<file path="src/rtl/crosshair_overlay.sv">
// rtl/crosshair_overlay.sv - latches tracked target per frame, overlays a crosshair, runs the shot/flash/cooldown FSM
module crosshair_overlay #(
    parameter int ARM          = 8,
    parameter int FLASH_FRAMES = 4,
    parameter int COOL_FRAMES  = 30,
    parameter int LOST_FRAMES  = 8
) (
    input  logic        clock,
    input  logic        reset,
    input  logic [10:0] x,
    input  logic [10:0] y,
    input  logic [7:0]  iR,
    input  logic [7:0]  iG,
    input  logic [7:0]  iB,
    input  logic [10:0] tgt_x,
    input  logic [10:0] tgt_y,
    input  logic        tgt_found,
    input  logic        trigger,
    output logic [10:0] oX,
    output logic [10:0] oY,
    output logic [7:0]  oR,
    output logic [7:0]  oG,
    output logic [7:0]  oB,
    output logic        locked,
    output logic        shot_valid,
    output logic [10:0] shot_x,
    output logic [10:0] shot_y,
    output logic        busy
);
    localparam int MW   = $clog2(LOST_FRAMES + 1);
    localparam int FMAX = (FLASH_FRAMES > COOL_FRAMES) ? FLASH_FRAMES : COOL_FRAMES;
    localparam int FW   = $clog2(FMAX + 1);

    localparam logic [1:0] S_IDLE  = 2'd0;
    localparam logic [1:0] S_FLASH = 2'd1;
    localparam logic [1:0] S_COOL  = 2'd2;

    logic          prev_origin_q, prev_origin_d;
    logic          trig_s1_q, trig_s1_d, trig_s2_q, trig_s2_d, trig_s3_q, trig_s3_d;
    logic [10:0]   cur_x_q, cur_x_d, cur_y_q, cur_y_d;
    logic          locked_q, locked_d;
    logic [MW-1:0] miss_q, miss_d;
    logic [1:0]    state_q, state_d;
    logic [FW-1:0] fcnt_q, fcnt_d;
    logic [10:0]   o_x_q, o_x_d, o_y_q, o_y_d;
    logic [7:0]    o_r_q, o_r_d, o_g_q, o_g_d, o_b_q, o_b_d;
    logic          shot_valid_q, shot_valid_d;
    logic [10:0]   shot_x_q, shot_x_d, shot_y_q, shot_y_d;
    logic          busy_q, busy_d;

    logic          origin, frame_tick, trig_edge, hit;
    logic [11:0]   dx, dy;
    logic [7:0]    ov_r, ov_g, ov_b;

    always_comb begin
        origin     = (x == 11'd0) && (y == 11'd0);
        frame_tick = origin && !prev_origin_q;
        trig_edge  = trig_s2_q && !trig_s3_q;

        // 12-bit magnitude so arms near the screen edge never alias to the far side
        dx  = (x >= cur_x_q) ? ({1'b0, x} - {1'b0, cur_x_q}) : ({1'b0, cur_x_q} - {1'b0, x});
        dy  = (y >= cur_y_q) ? ({1'b0, y} - {1'b0, cur_y_q}) : ({1'b0, cur_y_q} - {1'b0, y});
        hit = ((y == cur_y_q) && (dx <= 12'(ARM))) || ((x == cur_x_q) && (dy <= 12'(ARM)));

        ov_r = 8'd0;
        ov_g = 8'd255;
        ov_b = 8'd0;
        if (state_q == S_FLASH) begin
            ov_r = 8'd255;
            ov_g = 8'd0;
        end else if (state_q == S_COOL) begin
            ov_r = 8'd128;
            ov_g = 8'd128;
            ov_b = 8'd128;
        end

        prev_origin_d = origin;
        trig_s1_d     = trigger;
        trig_s2_d     = trig_s1_q;
        trig_s3_d     = trig_s2_q;
        cur_x_d       = cur_x_q;
        cur_y_d       = cur_y_q;
        locked_d      = locked_q;
        miss_d        = miss_q;
        state_d       = state_q;
        fcnt_d        = fcnt_q;
        shot_valid_d  = 1'b0;
        shot_x_d      = shot_x_q;
        shot_y_d      = shot_y_q;

        if (frame_tick) begin
            if (tgt_found) begin
                cur_x_d  = tgt_x;
                cur_y_d  = tgt_y;
                locked_d = 1'b1;
                miss_d   = '0;
            end else begin
                if (miss_q != MW'(LOST_FRAMES))
                    miss_d = miss_q + MW'(1);
                if (miss_d == MW'(LOST_FRAMES))
                    locked_d = 1'b0;
            end
        end

        // Shot coordinates come from the _q copy, so a coincident tick cannot leak in
        case (state_q)
            S_IDLE: begin
                if (trig_edge && locked_q) begin
                    shot_valid_d = 1'b1;
                    shot_x_d     = cur_x_q;
                    shot_y_d     = cur_y_q;
                    fcnt_d       = '0;
                    state_d      = S_FLASH;
                end
            end
            S_FLASH: begin
                if (frame_tick) begin
                    if (fcnt_q + FW'(1) == FW'(FLASH_FRAMES)) begin
                        state_d = S_COOL;
                        fcnt_d  = '0;
                    end else begin
                        fcnt_d = fcnt_q + FW'(1);
                    end
                end
            end
            S_COOL: begin
                if (frame_tick) begin
                    if (fcnt_q + FW'(1) == FW'(COOL_FRAMES)) begin
                        state_d = S_IDLE;
                        fcnt_d  = '0;
                    end else begin
                        fcnt_d = fcnt_q + FW'(1);
                    end
                end
            end
            default: state_d = S_IDLE;
        endcase

        busy_d = (state_d != S_IDLE);
        o_x_d  = x;
        o_y_d  = y;
        o_r_d  = (hit && locked_q) ? ov_r : iR;
        o_g_d  = (hit && locked_q) ? ov_g : iG;
        o_b_d  = (hit && locked_q) ? ov_b : iB;
    end

    always_ff @(posedge clock or posedge reset) begin
        if (reset) begin
            prev_origin_q <= 1'b0;
            trig_s1_q     <= 1'b0;
            trig_s2_q     <= 1'b0;
            trig_s3_q     <= 1'b0;
            cur_x_q       <= '0;
            cur_y_q       <= '0;
            locked_q      <= 1'b0;
            miss_q        <= '0;
            state_q       <= S_IDLE;
            fcnt_q        <= '0;
            o_x_q         <= '0;
            o_y_q         <= '0;
            o_r_q         <= '0;
            o_g_q         <= '0;
            o_b_q         <= '0;
            shot_valid_q  <= 1'b0;
            shot_x_q      <= '0;
            shot_y_q      <= '0;
            busy_q        <= 1'b0;
        end else begin
            prev_origin_q <= prev_origin_d;
            trig_s1_q     <= trig_s1_d;
            trig_s2_q     <= trig_s2_d;
            trig_s3_q     <= trig_s3_d;
            cur_x_q       <= cur_x_d;
            cur_y_q       <= cur_y_d;
            locked_q      <= locked_d;
            miss_q        <= miss_d;
            state_q       <= state_d;
            fcnt_q        <= fcnt_d;
            o_x_q         <= o_x_d;
            o_y_q         <= o_y_d;
            o_r_q         <= o_r_d;
            o_g_q         <= o_g_d;
            o_b_q         <= o_b_d;
            shot_valid_q  <= shot_valid_d;
            shot_x_q      <= shot_x_d;
            shot_y_q      <= shot_y_d;
            busy_q        <= busy_d;
        end
    end

    assign oX         = o_x_q;
    assign oY         = o_y_q;
    assign oR         = o_r_q;
    assign oG         = o_g_q;
    assign oB         = o_b_q;
    assign locked     = locked_q;
    assign shot_valid = shot_valid_q;
    assign shot_x     = shot_x_q;
    assign shot_y     = shot_y_q;
    assign busy       = busy_q;
endmodule

</file>
<file path="config.mk">
export PLATFORM = sky130hd
export DESIGN_NAME = crosshair_overlay
export DESIGN_NICKNAME = d
export VERILOG_FILES = /design/src/rtl/crosshair_overlay.sv
export SDC_FILE = /design/constraint.sdc
export NUM_CORES = 1
export LEC_CHECK = 0
export BUFFER_PORTS_ARGS = -buffer_cell sky130_fd_sc_hd__buf_2
export CAP_MARGIN = 25
export CORE_UTILIZATION = 40
export DETAILED_ROUTE_END_ITERATION = 8
export PLACE_DENSITY = 0.63
export SYNTH_ARGS = -nofsm -noshare
export SYNTH_HDL_FRONTEND = slang
export SYNTH_SLANG_ARGS = --single-unit
</file>
<file path="constraint.sdc">
create_clock -name clock -period 4.8 [get_ports clock]
set_clock_uncertainty 0.1 [all_clocks]
set_input_delay 0.72 -clock clock [delete_from_list [all_inputs] [get_ports clock]]
set_output_delay 0.72 -clock clock [all_outputs]
set_load 0.02 [all_outputs]
</file>
==> reports/summary.txt <==
DRT antenna net count: 0
final hold violations: 0
Final Net Count: 925
die area: 15960 sq um
worst slew pin tran: 0.7874 ns
CP Capture Point: oB[7]$_DFF_PP0_
Die Y-Extent: 126.3 um
CP startpoint: x[1]
synthesized instance count: 666
top cells by area, synth: dfrtp_1, ha_1, o21ai_0
post-synthesis cell type count: 68
Critical R2R Capture: oB[7]$_DFF_PP0_
RSZ-0062 raised after global routing: false
synthesis-stage register bit count: 108
fillers: 1451
Post-synth top flop: dfrtp_1
GRT Util Overall: 0.1944
most frequent cells after synthesis: dfrtp_1, inv_1, o21ai_0, nand2_1, ha_1
Critical R2R Launch: cur_x_q[1]$_DFFE_PP0P_
final WL: 14870 um
Power Density: 276.1 nW/um^2
root buffer cell: clkbuf_16
NetSw: 604.7 uW
Layout area overhead: 19.93%
switching share of total power: 0.2953
Finished Layout Cells: 993
hold-fix buffers at CTS: 0
WL/cell: 14.97 um
hpwl dp: 11040 um
number of I/O port buffers: 142
Clock Tree Buf Depth: 2
combinational share of power: 0.152
Post-Syn Nets: 791
period utilization: 0.8399
largest net degree at the start of global routing: 78
Warnings, synthesis: 0
Overflow after GRT: 0
CP Max Fanout: 24
CTS tree: built
gpl congestion: 0.9075
die width: 126.3 um
register-to-register setup slack: 0.91 ns
DR vias: 5097
Rel. slew slack: 0.4743
global routing's busiest layer: met2
worst setup path category: primary input to flip-flop
GR Layer Usage met2: 0.3052
share of cells above drive strength 1: 0.2286
H-tree depth: 3
setup TNS: 0 ns
Worst Hold Class: primary input to asynchronous set/reset pin
CP endpoint kind: flip-flop
Seq pwr share: 0.473
Required @ worst endpoint: 4.95 ns
leak pwr: 0.003699 uW
internal power: 1443 uW
# Post-CTS Setup Buffers: 0
clock latency on the worst-skew pair: 0.36 ns
Synth top area share: 0.4371
drt pass-1 iters: 4
minimum clock period: 4.032 ns
vias in the first global route: 4908
max-slew violations: 0
Arr. time, crit path: 4.18 ns
Clk pwr share: 0.375
sequential area share after synthesis: 0.4371
Mapped Avg Cell Area: 9.284 sq um
CP Launch Type: primary input
core area: 15150 sq um
GRT met1 Usage: 0.2612
Final setup viols: 0
1st-iter DRT viols: 316
ant diodes: 0
first-pass GRT wire length: 24300 um
FF-to-FF path depth: 10
Max Cap Viol: 0
EDFF count, synth: 0
largest area contributor in the synthesized netlist: dfrtp_1
finished layout cell area: 7416 sq um
met3 GRT Util: 0.03205
Worst-path clk slew: 0.08 ns
DRC violations left: 0
maximum clock rate: 248.0 MHz
clock sink total: 108
FP Rows: 45
CTS Buf Count: 9
Boundary Pins: 143
# placed instances: 976
Initial Utilization: 0.4083
cell area after synthesis: 6183 sq um
FFs w/ async S/R, synth: 1.000
initial antenna violation count: 0
CTS resizes: 0
most frequent cell after synthesis: dfrtp_1
mean number of vias per cell: 5.133
status: complete, no violations
placed cell areas: 7077 sq um
peak supply drop: 0.1673 mV
critical path: stages:
cell	delay [ns]
buf_2	0.12
inv_1	0.05
ha_1	0.33
nor2b_1	0.16
o31a_1	0.29
or4b_1	0.47
a211o_1	0.30
a211o_1	0.30
nor4_2	0.26
a41oi_1	0.10
o2bb2ai_4	0.68
mux2_2	0.41
cell families after synthesis:
logic type | after synthesis | synth area share
muxes | 23 | 0.04310
buffers and inverters | 109 | 0.06900
adders and majority gates | 53 | 0.1072
AOI/OAI and AO/OA | 181 | 0.1860
xor gates and xnor gates | 18 | 0.02550
and+or+nand+nor | 174 | 0.1321
DFF | 108 | 0.4371
state kept, by name, indices dropped and copies added (netlist names):
name / count
cur_x_q: 11
cur_y_q: 11
oX: 11
oY: 11
shot_x: 11
shot_y: 11
oB: 8
oG: 8
oR: 8
fcnt_q: 5
miss_q: 4
state_q: 2
busy: 1
locked: 1
prev_origin_q: 1
shot_valid: 1
trig_s1_q: 1
trig_s2_q: 1
trig_s3_q: 1
power by group through the flow:
| stage | Combinational [uW] | Clock [uW] | Sequential (uW) |
|---|---|---|---|
| after floorplan | 173 | 0 | 1010 |
| final | 311 | 767 | 969 |
| after global routing | 347 | 827 | 973 |
| after CTS | 311 | 792 | 969 |
| after detailed placement | 309 | 0 | 987 |
| after global placement | 307 | 0 | 986 |
worst min-delay path by stage:
stage                        start                   to  slack, ns  depth (start not counted)
2_1_floorplan  trig_s1_q$_DFF_PP0_  trig_s2_q$_DFF_PP0_       0.23                          0
3_3_place_gp   trig_s1_q$_DFF_PP0_  trig_s2_q$_DFF_PP0_       0.25                          0
3_5_place_dp   trig_s1_q$_DFF_PP0_  trig_s2_q$_DFF_PP0_       0.24                          0
4_1_cts        trig_s1_q$_DFF_PP0_  trig_s2_q$_DFF_PP0_       0.26                          0
5_1_grt                      reset      oB[0]$_DFF_PP0_       0.12                          2
6_report                     reset      oB[0]$_DFF_PP0_       0.13                          2
metal layers:
metal / wire length (um) / vias to the layer above
met5: 0 / -
met4: 385 / 0
li1: - / 2566
met2: 6911 / 142
met3: 643 / 25
met1: 6926 / 2364
layout by cell type, fill, tap and decap left out, drive strengths merged, types with 11 or more instances in the layout:
cell / count
mux2: 11
inv: 87
dfrtp: 108
nand3: 14
o21ai: 78
xor2: 11
nand2: 75
mux2i: 12
buf: 149
nor2: 33
a21oi: 32
ha: 53
metrics by stage:
step	power, uW	util	setup WS (ns)	hold WS (ns)
CTS	2071	0.4878	0.7697	0.2611
floorplan	1186	-	1.028	0.2312
finish	2048	0.4896	0.7684	0.1292
global placement	1293	0.4672	0.4120	0.2487
detailed placement	1296	0.4672	0.3773	0.2426
global route	2147	0.4896	0.5973	0.1210
area by class of cell:
cell class | count | area, sq um | area share
clock inverter | 7 | 86.33 | 0.01164
tap | 188 | 235.2 | 0.03172
multi-input combinational | 449 | 3057 | 0.4122
timing repair buffer | 149 | 795.8 | 0.1073
clock buffer | 9 | 225.2 | 0.03037
sequential | 108 | 2703 | 0.3644
inverter | 83 | 314.1 | 0.04235
Note: power is estimated with default switching activity, not from simulation.
